[src/rtl/sdft_sample_feeder.sv]
`default_nettype none
// ============================================================================
// Module      : sdft_sample_feeder
// Description : Input feeder for a sliding-DFT bin-update engine. Buffers
//               incoming samples in a small FIFO and keeps an FFT_SIZE-deep
//               ring of the analysis window. When the SDFT is idle it pops one
//               sample, presents it as SAMPLE together with the sample it
//               evicts from the window (OLDEST_SAMPLE), and pulses
//               start_compute for one cycle.
// Ports       : clk, reset          - clock, synchronous active-high reset
//               in_valid/in_sample  - input sample stream
//               in_ready            - FIFO not full
//               sdft_busy           - downstream engine busy
//               start_compute       - one-cycle issue pulse
//               SAMPLE              - newest sample (held until next issue)
//               OLDEST_SAMPLE       - evicted sample, 0 until window full
//               window_full         - FFT_SIZE samples written since reset
//               overflow_count      - saturating count of dropped samples
// Revision    : 1.0 - initial release
// ============================================================================
module sdft_sample_feeder #(
    parameter int WORD_WIDTH = 16,
    parameter int FFT_SIZE   = 256,
    parameter int FIFO_DEPTH = 4
) (
    input  logic                  clk,
    input  logic                  reset,
    input  logic                  in_valid,
    input  logic [WORD_WIDTH-1:0] in_sample,
    output logic                  in_ready,
    input  logic                  sdft_busy,
    output logic                  start_compute,
    output logic [WORD_WIDTH-1:0] SAMPLE,
    output logic [WORD_WIDTH-1:0] OLDEST_SAMPLE,
    output logic                  window_full,
    output logic [15:0]           overflow_count
);

    localparam int c_PTR_W  = $clog2(FFT_SIZE);
    localparam int c_FILL_W = $clog2(FFT_SIZE + 1);
    localparam int c_FPTR_W = $clog2(FIFO_DEPTH);
    localparam int c_FCNT_W = $clog2(FIFO_DEPTH + 1);

    localparam logic [c_FILL_W-1:0] c_FILL_MAX = c_FILL_W'(FFT_SIZE);
    localparam logic [c_FCNT_W-1:0] c_FIFO_MAX = c_FCNT_W'(FIFO_DEPTH);

    localparam logic [2:0] c_S_IDLE  = 3'd0;
    localparam logic [2:0] c_S_READ  = 3'd1;
    localparam logic [2:0] c_S_LATCH = 3'd2;
    localparam logic [2:0] c_S_ISSUE = 3'd3;
    localparam logic [2:0] c_S_HOLD  = 3'd4;
    localparam logic [2:0] c_S_WAIT  = 3'd5;

    // ------------------------------------------------------------------------
    // Input FIFO
    // ------------------------------------------------------------------------
    logic [WORD_WIDTH-1:0] r_fifo_mem [FIFO_DEPTH];
    logic [c_FPTR_W-1:0]   r_fifo_wr;
    logic [c_FPTR_W-1:0]   r_fifo_rd;
    logic [c_FCNT_W-1:0]   r_fifo_cnt;
    logic [15:0]           r_overflow;

    logic [2:0] r_state;
    logic [2:0] w_next_state;

    logic w_fifo_full;
    logic w_fifo_empty;
    logic w_push;
    logic w_pop;

    // Full/empty come only from registered count so in_ready never depends
    // on a same-cycle pop.
    assign w_fifo_full  = (r_fifo_cnt == c_FIFO_MAX);
    assign w_fifo_empty = (r_fifo_cnt == '0);
    assign w_push       = in_valid && !w_fifo_full;
    assign w_pop        = (r_state == c_S_IDLE) && !w_fifo_empty && !sdft_busy;

    always_ff @(posedge clk) begin
        if (w_push && !reset) begin
            r_fifo_mem[r_fifo_wr] <= in_sample;
        end
    end

    always_ff @(posedge clk) begin
        if (reset) begin
            r_fifo_wr  <= '0;
            r_fifo_rd  <= '0;
            r_fifo_cnt <= '0;
            r_overflow <= '0;
        end else begin
            if (w_push) begin
                r_fifo_wr <= r_fifo_wr + c_FPTR_W'(1);
            end
            if (w_pop) begin
                r_fifo_rd <= r_fifo_rd + c_FPTR_W'(1);
            end
            case ({w_push, w_pop})
                2'b10:   r_fifo_cnt <= r_fifo_cnt + c_FCNT_W'(1);
                2'b01:   r_fifo_cnt <= r_fifo_cnt - c_FCNT_W'(1);
                default: r_fifo_cnt <= r_fifo_cnt;
            endcase
            if (in_valid && w_fifo_full && (r_overflow != 16'hFFFF)) begin
                r_overflow <= r_overflow + 16'd1;
            end
        end
    end

    // ------------------------------------------------------------------------
    // Window ring RAM: single port, address is always the write pointer.
    // The read is read-first, so the evicted word is captured in IDLE/READ
    // before LATCH overwrites the same location.
    // ------------------------------------------------------------------------
    logic [WORD_WIDTH-1:0] r_ram [FFT_SIZE];
    logic [WORD_WIDTH-1:0] r_ram_q;
    logic [c_PTR_W-1:0]    r_wr_ptr;
    logic [WORD_WIDTH-1:0] r_sample_reg;
    logic                  w_ram_we;

    assign w_ram_we = (r_state == c_S_LATCH) && !reset;

    always_ff @(posedge clk) begin
        if (w_ram_we) begin
            r_ram[r_wr_ptr] <= r_sample_reg;
        end
        r_ram_q <= r_ram[r_wr_ptr];
    end

    // ------------------------------------------------------------------------
    // Datapath registers
    // ------------------------------------------------------------------------
    logic [c_FILL_W-1:0]   r_fill;
    logic [WORD_WIDTH-1:0] r_sample;
    logic [WORD_WIDTH-1:0] r_oldest;
    logic                  r_window_full;

    always_ff @(posedge clk) begin
        if (reset) begin
            r_wr_ptr      <= '0;
            r_fill        <= '0;
            r_sample      <= '0;
            r_oldest      <= '0;
            r_sample_reg  <= '0;
            r_window_full <= 1'b0;
        end else begin
            r_window_full <= (r_fill == c_FILL_MAX);
            if (w_pop) begin
                r_sample_reg <= r_fifo_mem[r_fifo_rd];
            end
            if (r_state == c_S_LATCH) begin
                // Until the window has been filled once, the RAM word is
                // stale and the evicted value is defined as zero.
                r_oldest <= (r_fill == c_FILL_MAX) ? r_ram_q : '0;
                r_sample <= r_sample_reg;
                r_wr_ptr <= r_wr_ptr + c_PTR_W'(1);
                if (r_fill != c_FILL_MAX) begin
                    r_fill <= r_fill + c_FILL_W'(1);
                end
            end
        end
    end

    // ------------------------------------------------------------------------
    // Sequencer
    // ------------------------------------------------------------------------
    always_ff @(posedge clk) begin
        if (reset) begin
            r_state <= c_S_IDLE;
        end else begin
            r_state <= w_next_state;
        end
    end

    always_comb begin
        w_next_state = r_state;
        case (r_state)
            c_S_IDLE:  if (!w_fifo_empty && !sdft_busy) w_next_state = c_S_READ;
            c_S_READ:  w_next_state = c_S_LATCH;
            c_S_LATCH: w_next_state = c_S_ISSUE;
            c_S_ISSUE: w_next_state = c_S_HOLD;
            // HOLD covers the cycle before the engine raises sdft_busy.
            c_S_HOLD:  w_next_state = c_S_WAIT;
            c_S_WAIT:  if (!sdft_busy) w_next_state = c_S_IDLE;
            default:   w_next_state = c_S_IDLE;
        endcase
    end

    assign in_ready       = !w_fifo_full;
    assign start_compute  = (r_state == c_S_ISSUE);
    assign SAMPLE         = r_sample;
    assign OLDEST_SAMPLE  = r_oldest;
    assign window_full    = r_window_full;
    assign overflow_count = r_overflow;

endmodule
`default_nettype wire

[config.mk]
export PLATFORM = sky130hd
export DESIGN_NAME = sdft_sample_feeder
export DESIGN_NICKNAME = d
export VERILOG_FILES = /design/src/rtl/sdft_sample_feeder.sv
export SDC_FILE = /design/constraint.sdc
export NUM_CORES = 2
export LEC_CHECK = 0
export CAP_MARGIN = 0
export CORE_MARGIN = 2
export CORE_UTILIZATION = 50
export DETAILED_ROUTE_END_ITERATION = 10
export PLACE_DENSITY = 0.68
export SLEW_MARGIN = 20
export SYNTH_ARGS = -nofsm -noshare
export SYNTH_HDL_FRONTEND = slang
export SYNTH_MEMORY_MAX_BITS = 65536
export SYNTH_SLANG_ARGS = --single-unit
[constraint.sdc]
create_clock -name clk -period 3.85 [get_ports clk]
set_input_delay 0.385 -clock clk [delete_from_list [all_inputs] [get_ports clk]]
set_output_delay 0.385 -clock clk [all_outputs]
set_load 0.05 [all_outputs]
==> summary by stage <==
Outcome
The flow ran to the end, and the final reports show no timing, DRC or antenna violations.

Floorplanning
The total area inside the core boundary comes to 0.321 sq mm. The number of cell rows is 208. The floorplan die height is 572 um.

The width of the die is 572 um. 71 I/O pins were placed. For this configuration, the core starts out at a cell density of 50.3%.

The total die area is 0.327 sq mm.

Synthesis
Counting flops with a built-in enable in the synthesized netlist gives 4160. After synthesis, the largest family of logic cells by area is multiplexers. The share of synthesized flip-flops with an asynchronous set or reset is 0%. The most used flip-flop cell after synthesis is sky130_fd_sc_hd__edfxtp_1. The post-synthesis net count is 7286.

Yosys mapped the design onto 44 distinct sky130hd cell types. For this run, the number of Yosys warnings is 0. The post-synthesis cell area is 0.161 sq mm. The gate count of the mapped netlist is 7253. The average instance in the mapped netlist occupies 22.3 sq um. Of the total synthesized cell area, the portion taken by full adders, half adders and majority gates is 0.105%. The xor and xnor area share after synthesis is 0.152%. The simple logic cell fraction of the synthesized area is 1.40%.

The synthesized-area fraction occupied by ao, oa, aoi and oai cells is 3.80%. The post-synthesis register bit count is 4268. The post-synthesis sequential area ratio is 78.7%. In the synthesized netlist, mux cells make up 14.5% of the area.

STA
Setup violations remaining at the end of the flow were counted as 0. The final period demand of the worst path is 3.76 ns. Adding up every negative setup slack in the final design gives 0 ns. Measured against its own limit, the worst slew margin works out to 20.9%. Timing would allow up to 266 MHz. Setup repair after global routing left no endpoint under its margin. The share of the clock period used by the worst path after layout is 97.8%. The number of max-slew violations in the final report is 0. The final worst-path setup slack is 0.0863 ns. The count of final hold-check violations was 0.

At the pin with the least slew margin, the transition time is 1.19 ns. The setup skew after layout is 0.0654 ns.

Critical path
Data on the critical path is required at its endpoint by 4.63 ns. Traced cell by cell, the critical path runs through buf_12 > buf_12 > buf_12 > mux4_2 > a22oi_1 > a21oi_1 > buf_4 > o41ai_2 > nand4_1. The critical path is of the register to register type. The largest single stage delay on the critical path is 0.89 ns. The nature of the critical path startpoint is a register.

The data arrival at the endpoint of the critical path is 4.55 ns. In this run the critical register-to-register path is launched from r_wr_ptr[0]. Along the worst path, the maximum fanout reaches 28. The critical path startpoint is r_wr_ptr[0]. The worst setup path is captured at a register. The cell that appears most often on the critical path is sky130_fd_sc_hd__buf_12.

The critical register-to-register path endpoint is r_ram_q[15]. The number of cells on the worst reg-to-reg path is 9. On the critical path, the stage with the largest delay is an instance of sky130_fd_sc_hd__o41ai_2. The setup slack on the worst flop-to-flop path is 0.09 ns.

GRT
The first global-routing pass estimated 587 mm of wire. The total grt overflow is 0. The global-route usage over all layers is 25.1%.

The pin count of the biggest net entering global routing is 177. The initial antenna violation count is 15. The via count of the first global-routing pass came to 80076.

Detailed routing
In the final routed layout, each cell accounts on average for 32.7 um. The violation count after the first detailed-route iteration is 11501. The routed layout has 80338 vias.

In the routed layout, each cell is associated on average with a via count of 6.39. The detail route stage leaves a number of antenna-violating nets equal to 0. The first-pass iteration count of the detailed router is 6. The count of unresolved DRC violations after routing is 0. The total wirelength of the detailed-routed design is 412 mm.

Power
The power density over the cells is 606 mW/mm^2. The peak ir drop on the vdd network is 0.459 mV. The analysis attributes to cell leakage a power of 57.7 nW.

Clock tree
The tree is rooted in a sky130_fd_sc_hd__clkbuf_16. For the worst-skew pair, the clock arrives at the later sink with an insertion delay of 0.98 ns. The clock-pin slew on the worst setup and hold paths is 0.06 ns. The clock tree from TritonCTS is yes. The number of setup buffers added after CTS is 0.

Counting along the longest clock path gives a buffer depth of 4. The H-tree was split into 5 levels. For this design, the sink count on the clock tree is 4268. The TritonCTS buffer count is 417.

Cells and area
Summing all flip-flop and latch instances after layout gives 0.127 sq mm. Ranked by flip-flop count, first place goes to r_ram. The share of cells above drive strength 1 is 28.7%. The final layout contains 7952 nets. The library cell used most frequently in the layout, excluding fill and tap cells, is sky130_fd_sc_hd__edfxtp_1. Summing all multi-input logic gate instances after layout gives 0.0326 sq mm. The register with the most flip-flops in the layout has 4096 of them. The layout-stage area growth over the synthesis result is 15.1%. In the final layout, the registers with the most flip-flops are r_ram x4096, r_fifo_mem x64.

Counting the fill cells in the layout gives 22599. Leaving out fill and tap cells, the most frequent cells in the layout are sky130_fd_sc_hd__edfxtp_1, sky130_fd_sc_hd__mux4_2, sky130_fd_sc_hd__buf_4.

Worst hold path
In this run the worst hold path is classified as input port to register. The worst hold path terminates at r_fifo_mem[2][5]. The worst hold path begins at in_sample[5].

The worst hold path depth is 1.

Placement
Routability-driven placement finished with a final weighted congestion of 0.844. The port buffer count is 70. Prior to clock tree synthesis, the placed netlist has a worst setup slack of -0.0505 ns.

After legalization and detailed placement, the total HPWL measured 245 mm.

Job
Across the run, the number of max-cap violations was 0.
## worst max-delay path: cells and delay by family, from the launching register on
family	cells	cell delay, ns
DFF	1	0.70
buffers and inverters	4	0.95
AOI/OAI and AO/OA	3	1.18
muxes	1	0.52
and+or+nand+nor	1	0.16
## where the power goes
| group | switching, W | internal, W | leakage (nW) |
|---|---|---|---|
| clock network | 0.0176 | 0.0233 | 6.65 |
| registers | 0.00127 | 0.0546 | 39.3 |
| logic | 0.00900 | 0.00679 | 11.8 |
## cell type report
cell class	count	area share [%]
Tap cell	4305	2.90
Inverter	13	0.0263
Clock buffer	518	5.92
Clock inverter	252	1.53
Antenna cell	4	0.00539
Sequential cell	4268	68.4
Timing Repair Buffer	706	3.67
Multi-Input combinational cell	2513	17.5
## synth_stat cells, types with 2 or more instances
master	number	area, sq um
sky130_fd_sc_hd__a22oi_1	512	3840
sky130_fd_sc_hd__xor2_1	18	158
sky130_fd_sc_hd__xnor2_1	10	87.6
sky130_fd_sc_hd__buf_2	72	360
sky130_fd_sc_hd__ha_1	12	150
sky130_fd_sc_hd__and3_1	5	31.3
sky130_fd_sc_hd__a21oi_1	302	1510
sky130_fd_sc_hd__buf_6	18	203
sky130_fd_sc_hd__o41ai_1	64	561
sky130_fd_sc_hd__a22o_1	16	140
sky130_fd_sc_hd__mux2i_1	2	20.0
sky130_fd_sc_hd__o21ai_0	8	40.0
sky130_fd_sc_hd__and4_1	4	35.0
sky130_fd_sc_hd__nor2_1	299	1120
sky130_fd_sc_hd__nand3_1	19	95.1
sky130_fd_sc_hd__nor2b_1	8	50.1
sky130_fd_sc_hd__nor4_1	4	25.0
sky130_fd_sc_hd__edfxtp_1	4160	125000
sky130_fd_sc_hd__and2_1	8	50.1
sky130_fd_sc_hd__clkbuf_1	275	1030
sky130_fd_sc_hd__o211a_1	2	20.0
sky130_fd_sc_hd__nand4_1	26	163
sky130_fd_sc_hd__mux4_2	1040	23400
sky130_fd_sc_hd__or2_2	17	106
sky130_fd_sc_hd__or3_1	7	43.8
sky130_fd_sc_hd__nor4b_1	2	17.5
sky130_fd_sc_hd__nand2_1	109	409
sky130_fd_sc_hd__buf_4	26	195
sky130_fd_sc_hd__nor3_1	6	30.0
sky130_fd_sc_hd__dfxtp_1	108	2160
sky130_fd_sc_hd__nand2b_1	3	18.8
sky130_fd_sc_hd__buf_1	68	255
sky130_fd_sc_hd__inv_1	12	45.0
## routing by layer
| metal | global-route usage [%] | up-vias | wire length [um] |
|---|---|---|---|
| met5 | 0 | - | 104 |
| met3 | 4.55 | 679 | 40100 |
| met4 | 9.15 | 14 | 16500 |
| met1 | 35.4 | 42873 | 158000 |
| li1 | - | 32181 | - |
| met2 | 39.5 | 4591 | 197000 |
## repair_timing
action                     CTS  global route
hold endpoints to repair     9             0
hold buffers                 2             0
gates resized for setup      1             4
cloned                       0             0
setup endpoints to repair    1             4
## per-stage QoR
step | area [sq um] | utilization (%) | hold slack, ns | instances | total power [W]
finish | 186000 | 57.9 | 0.0755 | 12579 | 0.113
global route | 186000 | 57.9 | 0.0619 | 12576 | 0.116
CTS | 186000 | 57.9 | 0.00529 | 12575 | 0.113
detailed placement | 172000 | 53.5 | 0.433 | 11803 | 0.0728
global placement | 172000 | 53.5 | 0.434 | 11799 | 0.0723
floorplan | 161000 | - | 0.420 | 7253 | 0.0669
## cells by family after synthesis
family	Yosys count
AOI/OAI and AO/OA	907
xor gates and xnor gates	28
adders and majority gates	13
buffers and inverters	472
DFF	4268
muxes	1042
and+or+nand+nor	523
## how the worst max path moves through the flow
stage | to | slack (ns) | depth (start not counted)
2_1_floorplan | r_ram[198][0] | 0.91 | 7
3_3_place_gp | r_ram_q[13] | -0.85 | 8
3_5_place_dp | r_ram_q[8] | -0.05 | 8
4_1_cts | r_ram_q[9] | 0.007 | 9
5_1_grt | r_ram_q[0] | 0.06 | 8
6_report | r_ram_q[15] | 0.09 | 9
Note: power is estimated with default switching activity, not from simulation.
